==> src/rtl/dmem_arbiter.sv <==
`default_nettype none
// ============================================================================
//  Module   : dmem_arbiter
//  Purpose  : Owns the single data-RAM port and shares it between the CPU
//             load/store path and the UART programmer (UPG). BOOT mode serves
//             only UPG; RUN mode round-robins CPU and UPG.
//  Options  : DMEM_ALIGN_CHECK_EN - reject misaligned CPU accesses and flag
//             them on align_err for one cycle.
//  Revision : 1.0 - initial release
// ============================================================================
module dmem_arbiter #(
    parameter int ADDR_W       = 14,
    parameter bit START_IN_RUN = 1'b0
) (
    input  logic              clock,
    input  logic              rst_n,
    // CPU load/store path
    input  logic              cpu_req,
    input  logic              cpu_we,
    input  logic [31:0]       cpu_addr,
    input  logic [31:0]       cpu_wdata,
    output logic              cpu_gnt,
    output logic              cpu_rvalid,
    output logic [31:0]       cpu_rdata,
    output logic              cpu_stall,
    // UART programmer
    input  logic              upg_req,
    input  logic              upg_we,
    input  logic [ADDR_W-1:0] upg_adr_i,
    input  logic [31:0]       upg_dat_i,
    output logic              upg_gnt,
    output logic              upg_rvalid,
    output logic [31:0]       upg_rdata,
    input  logic              upg_start_i,
    input  logic              upg_done_i,
    // RAM macro
    output logic              ram_wen,
    output logic [ADDR_W-1:0] ram_adr,
    output logic [31:0]       ram_din,
    input  logic [31:0]       ram_dout,
    // status
    output logic              mode,
    output logic              align_err
);

    localparam logic [0:0] BOOT     = 1'b0;
    localparam logic [0:0] RUN      = 1'b1;
    localparam logic       LAST_CPU = 1'b0;
    localparam logic       LAST_UPG = 1'b1;

    logic [0:0]        state;
    logic              last;
    logic              cpu_rvalid_q;
    logic              upg_rvalid_q;
    logic              misaligned;
    logic [ADDR_W-1:0] cpu_word;
    logic              unused_addr_bits;

    assign cpu_word         = cpu_addr[ADDR_W+1:2];
    assign unused_addr_bits = ^{cpu_addr[31:ADDR_W+2], cpu_addr[1:0]};

`ifdef DMEM_ALIGN_CHECK_EN
    logic align_err_q;
    assign misaligned = |cpu_addr[1:0];
    assign align_err  = align_err_q;

    // Flag a rejected misaligned CPU access for the following cycle.
    always_ff @(posedge clock) begin
        if (!rst_n) begin
            align_err_q <= 1'b0;
        end else begin
            align_err_q <= cpu_gnt & misaligned;
        end
    end
`else
    assign misaligned = 1'b0;
    assign align_err  = 1'b0;
`endif

    // Grant selection: UPG only in BOOT, round-robin on ties in RUN.
    always_comb begin
        cpu_gnt = 1'b0;
        upg_gnt = 1'b0;
        if (state == RUN) begin
            if (cpu_req && (!upg_req || last == LAST_UPG)) begin
                cpu_gnt = 1'b1;
            end else if (upg_req) begin
                upg_gnt = 1'b1;
            end
        end else begin
            upg_gnt = upg_req;
        end
    end

    // Steer the granted requester onto the RAM port; idle port is all zero.
    always_comb begin
        ram_wen = 1'b0;
        ram_adr = '0;
        ram_din = '0;
        if (cpu_gnt) begin
            ram_wen = cpu_we & ~misaligned;
            ram_adr = cpu_word;
            ram_din = cpu_wdata;
        end else if (upg_gnt) begin
            ram_wen = upg_we;
            ram_adr = upg_adr_i;
            ram_din = upg_dat_i;
        end
    end

    // Mode FSM; a start request overrides a simultaneous done.
    always_ff @(posedge clock) begin
        if (!rst_n) begin
            state <= START_IN_RUN ? RUN : BOOT;
        end else if (upg_start_i) begin
            state <= BOOT;
        end else if (upg_done_i) begin
            state <= RUN;
        end
    end

    // Round-robin pointer remembers who was granted most recently.
    always_ff @(posedge clock) begin
        if (!rst_n) begin
            last <= LAST_UPG;
        end else if (cpu_gnt) begin
            last <= LAST_CPU;
        end else if (upg_gnt) begin
            last <= LAST_UPG;
        end
    end

    // Read-return flags track the one-cycle RAM read latency.
    always_ff @(posedge clock) begin
        if (!rst_n) begin
            cpu_rvalid_q <= 1'b0;
            upg_rvalid_q <= 1'b0;
        end else begin
            cpu_rvalid_q <= cpu_gnt & ~cpu_we & ~misaligned;
            upg_rvalid_q <= upg_gnt & ~upg_we;
        end
    end

    assign cpu_rvalid = cpu_rvalid_q;
    assign upg_rvalid = upg_rvalid_q;
    assign cpu_rdata  = cpu_rvalid_q ? ram_dout : 32'h0;
    assign upg_rdata  = upg_rvalid_q ? ram_dout : 32'h0;
    assign cpu_stall  = cpu_req & ~cpu_gnt;
    assign mode       = state;

endmodule
`default_nettype wire

==> config.mk <==
export PLATFORM = sky130hd
export DESIGN_NAME = dmem_arbiter
export DESIGN_NICKNAME = d
export VERILOG_FILES = /design/src/rtl/dmem_arbiter.sv
export SDC_FILE = /design/constraint.sdc
export NUM_CORES = 1
export LEC_CHECK = 0
export BUFFER_PORTS_ARGS = -buffer_cell sky130_fd_sc_hd__buf_4
export CORE_AREA = 2 2 105 107
export CTS_BUF_LIST = sky130_fd_sc_hd__clkbuf_4 sky130_fd_sc_hd__clkbuf_8 sky130_fd_sc_hd__clkbuf_16
export CTS_CLUSTER_DIAMETER = 120
export CTS_CLUSTER_SIZE = 10
export DETAILED_ROUTE_END_ITERATION = 8
export DIE_AREA = 0 0 107 109
export HOLD_SLACK_MARGIN = 0.08
export SYNTH_ARGS = -nofsm -noshare
export SYNTH_HDL_FRONTEND = slang
export SYNTH_SLANG_ARGS = --single-unit
==> constraint.sdc <==
create_clock -name clock -period 1.1 [get_ports clock]
set_input_delay 0.22 -clock clock [delete_from_list [all_inputs] [get_ports clock]]
set_output_delay 0.22 -clock clock [all_outputs]
set_load 0.02 [all_outputs]
Yosys cells after proc, flatten, opt, wreduce, memory -nomap -nowiden
Cells that the tools add are included.
{"block": "classes", "muxes": 15, "bitwise_logic": 7, "n_reduce_logical": 5}
{"cell": "$mux 32", "n": 4}
{"cell": "$mux 14", "n": 2}
{"cell": "$mux 1", "n": 9}
{"cell": "$not 1->1", "n": 4}
{"cell": "$and 1x1->1", "n": 3}
{"cell": "$reduce_bool 2->1", "n": 1}
{"cell": "$reduce_or 2->1", "n": 1}
{"cell": "$logic_and 1x1->1", "n": 1}
{"cell": "$logic_not 1->1", "n": 1}
{"cell": "$logic_or 1x1->1", "n": 1}
{"block": "word_totals", "reg_bits": 4, "input_bits": 150, "output_inout_bits": 118, "wordCells": 31}

Logic depth before layout (Yosys ltp)
Gate-level depths: netlist of the first run.
{"block": "depth", "word_depth": 7, "mapped_depth": 5, "depth_no_buf": 2}

Least setup slack after synthesis of the first run
Ideal clock, no wire load.
{"block": "synth_timing", "kind": "register to output", "from": "register state, in the netlist mode", "to": "output ram_adr[0]", "arrival_time_ps": 1361, "required_time_ps": 880, "slack_ps": -481, "path_stages_with_launch": 5, "n_path_buf": 2, "path_cell_list": "dfxtp_1 > nand2_1 > buf_4 > buf_4 > o32ai_2"}
{"block": "synth_between", "elab_chain_cells": 3, "word_cells_on_any_way": 4, "cone_classes": "mux (4)"}
{"element": "start, declared", "line": "51", "rtl": "logic [0:0] state;"}
{"element": "start signal, assigned", "line": "114", "rtl": "state <= START_IN_RUN ? RUN : BOOT;"}
{"element": "$mux 1", "line": "84", "rtl": "if (state == RUN) begin"}
{"element": "$mux 14", "line": "104", "rtl": "end else if (upg_gnt) begin"}
{"element": "$mux 14 *", "line": "100", "rtl": "if (cpu_gnt) begin"}
{"element": "end, declared", "line": "38", "rtl": "output logic [ADDR_W-1:0] ram_adr,"}
Every way passes the cells marked *; elsewhere a longest branch is shown, timed or not.

Worst setup path in the final report of the first run
{"block": "layout_timing", "from": "register state, in the netlist mode", "to": "output ram_din[4]"}
{"block": "layout_between", "elab_chain_cells": 3, "word_cells_on_any_way": 4, "cone_classes": "mux (4)"}
{"element": "$mux 1", "line": "84"}
{"element": "$mux 32", "line": "104"}
{"element": "$mux 32 *", "line": "100"}
{"element": "end, declared", "line": "39", "rtl": "output logic [31:0] ram_din,"}
Marked as above.

==> out/results.txt, run 1 <==
WP buf/inv: 4
LEAKAGE: 0.00282 uW
Critical path's top delay family: buffers and inverters
Port bufs: 248
Number of global-route vias before repair: 3235
Worst setup SP type: register
Cell area after layout: 0.00603 mm^2
Status: finished with violations
Area of the multi-input gates: 0.00218 mm^2
Initial core utilization: 17.9%
Most used cell, CP: buf_12
Synth unique cells: 21
Drt first pass iters: 4
Crit path kind: register to output port
RePlAce Congestion: 0.788
Htree depth: 1
TritonCTS Buffers: 3
Number of diodes: 0
Fin nets: 684
Max-slew violation count: 0
Synth-to-layout area growth: 217%
Reg2reg path depth: 7
CP Max Fanout: 6
#FFs+latches synth: 4
First-pass GRT wire length: 16900 um
Register area: 95.1 um^2
Root Driver: clkbuf_8
All-layer global routing usage: 18.4%
Top-count cell post-synth: and2_1
Congestion Overflow GR: 0
Crit share post-route: 149%
Peak VDD IR: 0.246 mV
Largest net degree at the start of global routing: 51
Chip Height: 109 um
Power Internal: 1500 uW
Vias per cell: 4.41
Final Hold Viols: 0
Critical-path top delay cell: dfxtp_4
Clock slew at reported path FFs: 0.04 ns
Flop pwr share: 6.4%
Ports: 268
Worst path max stage delay: 0.36 ns
Post-synth EDFFs: 0
Setup TNS: -36.04 ns
Crit. Startpoint: mode$_SDFFE_PP0P_
Critical Path End Type: output port
Setup WS post-layout: -0.538 ns
Ys Warns: 0
Synthesized net count: 403
Setup-failing EPs final: 120
Most frequent cells after synthesis: and2_1, inv_1, nand2_1
Cell Pwr Density: 402 mW/mm^2
Area leader, netlist: o32ai_2
Clk_lat worst skew: 0.22 ns
Post-synth top flop: dfxtp_1
Async SR Flop Fraction: 0%
Worst EP required: 0.88 ns
Dpl ws: -0.410 ns
RSZ-0062 raised after global routing: yes
CTS tree: built
Detailed Route WL: 11400 um
DRC Markers: 0
Synth top area cells: o32ai_2, and2_1, inv_1, nand2_1, dfxtp_1
Crit path capture: ram_din[4]
R2r setup slk: -0.45 ns
Util after Layout: 56.9%
Tmin final: 1.64 ns
Wire length per cell: 16.9 um
Fmax: 611 MHz
Top-area cell type share of the netlist area: 40.2%
Clk network pwr share: 14.9%
Seq/Total Area, Yosys: 4.21%
Syn Inst Count: 253
Die X: 107 um
Row count: 38
Worst-case clock skew: 0.00353 ns
Combinational fraction of design power: 78.6%
# clock sinks: 4
Ratio of cells with drive above 1 in the final layout: 81.2%
Worst-path cell chain: and3_4, buf_12, buf_12, buf_8, o32ai_4, buf_6
Psw: 923 uW
Via count: 2969
Core Region: 0.0106 mm^2
Violated checks: setup timing
DP HPWL: 7740 um
Crit. path cell count: 6
Die Area: 0.0117 mm^2
Initial DRC Count: 74
Worst flop-to-flop path startpoint: mode$_SDFFE_PP0P_
Hold Buf Count CTS: 0
Sw frac: 38.1%
Clk buf depth: 2
Filler cell count: 903
Routed Antenna Nets: 0
Reg2reg end: upg_rvalid$_SDFF_PN0_
Placed Area: 0.00468 mm^2
Initial antenna violation count: 0
CP arrival: 1.42 ns
Worst min path class: input port to register
Placed insts: 634
Fin cells: 673
Syn_area_per_cell: 7.52 um^2
Post-Syn Area: 0.00190 mm^2
Max-Cap Viols: 0
layout make-up:
class | count | share of cell area [%]
well taps | 140 | 2.91
multi-input cells | 171 | 36.2
repair buffers | 306 | 55.6
clock buffers | 4 | 0.809
flip-flops and latches | 4 | 1.58
inverters | 48 | 2.99
what timing repair did:
| action | 4_1_cts | 5_1_grt |
|---|---|---|
| setup buffers | 16 | 9 |
| gates cloned | 14 | 2 |
| setup endpoints to repair | 117 | 120 |
| gates resized for setup | 212 | 15 |
| pin swaps | 26 | 49 |
worst reg2reg max path, stage by stage, from the launching register on:
cell,delay (ns)
dfxtp_4,0.36
and3_4,0.19
buf_12,0.13
buf_12,0.14
buf_8,0.13
buf_4,0.13
buf_6,0.11
nor4bb_4,0.26
cell usage in the layout, fill, tap and decap left out:
cell type  instances
clkbuf_4           1
nor2b_4            2
nand2_4            1
clkbuf_8           3
clkbuf_16          2
buf_12            22
conb_1             1
and2_4            64
nor3b_1            1
o21a_4             1
nand2_1           47
o21ai_1            1
nor2_4             1
dfxtp_4            4
o32ai_4           47
nor4b_4            1
buf_16            11
nor2_1             2
and3_4             1
buf_4            139
buf_6            125
inv_1             48
buf_8              7
nor4bb_4           1
through the flow:
| stage | hold slack, ns | power [uW] |
|---|---|---|
| final | 0.160 | 2420 |
| after global routing | 0.146 | 2560 |
| after CTS | 0.150 | 2420 |
| after detailed placement | 0.383 | 1720 |
| after global placement | 0.382 | 1700 |
| after floorplan | 0.283 | 985 |
state kept, by name, summed over array words and instances (netlist names):
register,flops
upg_rvalid,1
last,1
mode,1
cpu_rvalid,1
worst min path at each step:
stage	cells past startpoint	to	startpoint
after floorplan	1	upg_rvalid$_SDFF_PN0_	upg_we
after global placement	2	mode$_SDFFE_PP0P_	upg_start_i
after detailed placement	2	mode$_SDFFE_PP0P_	upg_start_i
after CTS	2	mode$_SDFFE_PP0P_	upg_start_i
after global routing	2	mode$_SDFFE_PP0P_	upg_start_i
final	2	mode$_SDFFE_PP0P_	upg_start_i
power groups by stage:
stage / logic [uW] / clock network (uW) / registers (uW)
after floorplan: 823 / 0 / 162
after global placement: 1540 / 0 / 160
after detailed placement: 1560 / 0 / 159
after CTS: 1890 / 369 / 158
after global routing: 2010 / 390 / 157
final: 1910 / 361 / 156
metal layers:
metal	GRT usage, %	wire length (um)	vias up
met3	3.35	759	18
li1	-	-	1407
met1	19.2	3830	1391
met2	37.6	6560	153
met4	4.64	248	0
met5	0	0	-
cells by family (layout without fill, tap and decap cells):
kind of cell | count (synthesis) | count (layout) | share of synthesized area [%]
flops | 4 | 4 | 4.21
simple gates | 121 | 121 | 35.0
other cells | 1 | 1 | 0.197
buf+inv | 78 | 358 | 19.8
compound gates | 49 | 49 | 40.8
No activity file was read; power rests on OpenSTA's default activity.
==> inputs of run 2 (changes only) <==
--- a/config.mk
+++ b/config.mk
@@ -13,6 +13,8 @@
 export DETAILED_ROUTE_END_ITERATION = 8
 export DIE_AREA = 0 0 107 109
 export HOLD_SLACK_MARGIN = 0.08
+export PLACE_DENSITY = 0.62
+export REMOVE_ABC_BUFFERS = 1
 export SYNTH_ARGS = -nofsm -noshare
 export SYNTH_HDL_FRONTEND = slang
 export SYNTH_SLANG_ARGS = --single-unit
==> run 2 against run 1 <==
The flow still finishes with violations (setup timing). Routed wire length shrank 4.6%. Worst setup slack gained 0.067 ns. Design area shrank 17%. Critical path type unchanged. Largest cell class unchanged. Largest power group unchanged.
==> out/results.txt, run 2 (synthesis gave the netlist of run 1 again) <==
Die X: 107 um
Drt first pass iters: 4
Violated checks: setup timing
Cell Pwr Density: 406 mW/mm^2
Worst-path cell chain: and3_4, clkbuf_16, o32ai_2, buf_4
Row count: 38
Number of global-route vias before repair: 2885
# clock sinks: 4
Chip Height: 109 um
Max-Cap Viols: 0
CTS tree: built
Fin cells: 649
All-layer global routing usage: 16.1%
Hold Buf Count CTS: 0
Vias per cell: 4.42
DP HPWL: 7140 um
Critical-path top delay cell: dfxtp_2
Congestion Overflow GR: 0
Worst EP required: 0.88 ns
Leading cell types in the layout, fill and taps excluded: buf_4, buf_6, and2_4
CP Max Fanout: 9
Fmax: 637 MHz
Routed Antenna Nets: 0
Largest net degree at the start of global routing: 51
Tmin final: 1.57 ns
Clk_lat worst skew: 0.21 ns
Worst path max stage delay: 0.36 ns
Status: finished with violations
Detailed Route WL: 10900 um
Htree depth: 1
Port bufs: 248
TritonCTS Buffers: 3
Peak VDD IR: 0.225 mV
CP arrival: 1.35 ns
Initial core utilization: 17.9%
LEAKAGE: 0.00256 uW
Initial DRC Count: 106
DRC Markers: 0
Ports: 268
Worst setup SP type: register
Clk buf depth: 2
Via count: 2871
Final Hold Viols: 0
RePlAce Congestion: 0.740
Final hold slack: 0.170 ns
Crit path kind: register to output port
Placed insts: 627
Fin nets: 661
Max-slew violation count: 0
Critical Path End Type: output port
Setup-failing EPs final: 119
Crit share post-route: 143%
Filler cell count: 973
Root Driver: clkbuf_8
Worst min path class: input port to register
RSZ-0062 raised after global routing: yes
Wire length per cell: 16.8 um
Commonest non-fill, non-tap cell in the layout: buf_4
Synth-to-layout area growth: 162%
Number of diodes: 0
Clock slew at reported path FFs: 0.03 ns
Core Region: 0.0106 mm^2
Setup WS post-layout: -0.470 ns
Die Area: 0.0117 mm^2
Util after Layout: 47.1%
Ratio of cells with drive above 1 in the final layout: 79.8%
Initial antenna violation count: 0
First-pass GRT wire length: 15100 um
Worst-case clock skew: 0.00222 ns
-- run 2: repair_timing --
item | 4_1_cts | 5_1_grt
gates cloned | 11 | 4
pin swaps | 23 | 12
setup endpoints to repair | 117 | 118
buffers inserted | 6 | 8
gates resized for setup | 132 | 54
-- run 2: layout make-up --
class                      count  area, um^2  share of cell area [%]
sequential                     4        90.1                    1.80
timing repair buffer         283        2760                    55.2
clock buffer                   3        41.3                   0.827
multi-input combinational    171        1750                    35.1
tap                          140         175                    3.51
inverter                      48         180                    3.61
-- run 2: critical path, delay by kind of cell (launching register included) --
family | cells | cell delay, ns
buf+inv | 2 | 0.37
flops | 1 | 0.36
simple gates | 1 | 0.31
compound gates | 1 | 0.09
-- run 2: path summary, 6_finish.rpt --
| kind | from | end | slack (ns) | cells past startpoint |
|---|---|---|---|---|
| hold / removal | upg_start_i | mode$_SDFFE_PP0P_ | 0.17 | 2 |
| setup / recovery | last$_SDFFE_PN1P_ | ram_din[27] | -0.47 | 4 |
| hold reg to reg | last$_SDFFE_PN1P_ | last$_SDFFE_PN1P_ | 0.54 | 2 |
| setup reg to reg | mode$_SDFFE_PP0P_ | cpu_rvalid$_SDFF_PN0_ | -0.04 | 5 |
-- run 2: through the flow --
stage               total power (uW)  setup TNS [ns]  setup WS (ns)  area (um^2)
floorplan                        710          -95.74          -1.65         1710
global route                    2140          -36.74         -0.522         4990
finish                          2030          -32.24         -0.470         4990
detailed placement              1460          -15.32         -0.341         3960
global placement                1450          -14.38         -0.319         3960
CTS                             1940          -35.36         -0.470         4770
-- run 2: power breakdown --
part           internal (uW)  switching, uW  total (uW)  leakage, uW
clock network            233           71.1         304    0.0000216
registers                148           9.49         158    0.0000341
logic                    860            705        1570      0.00250
-- run 2: metal layers --
metal  wire length, um  GRT usage (%)  vias up
li1                  -              -     1350
met1              3830           17.1     1338
met2              5940           32.5      171
met3               924           3.53       12
met4               184           3.15        0
met5                 0              0        -
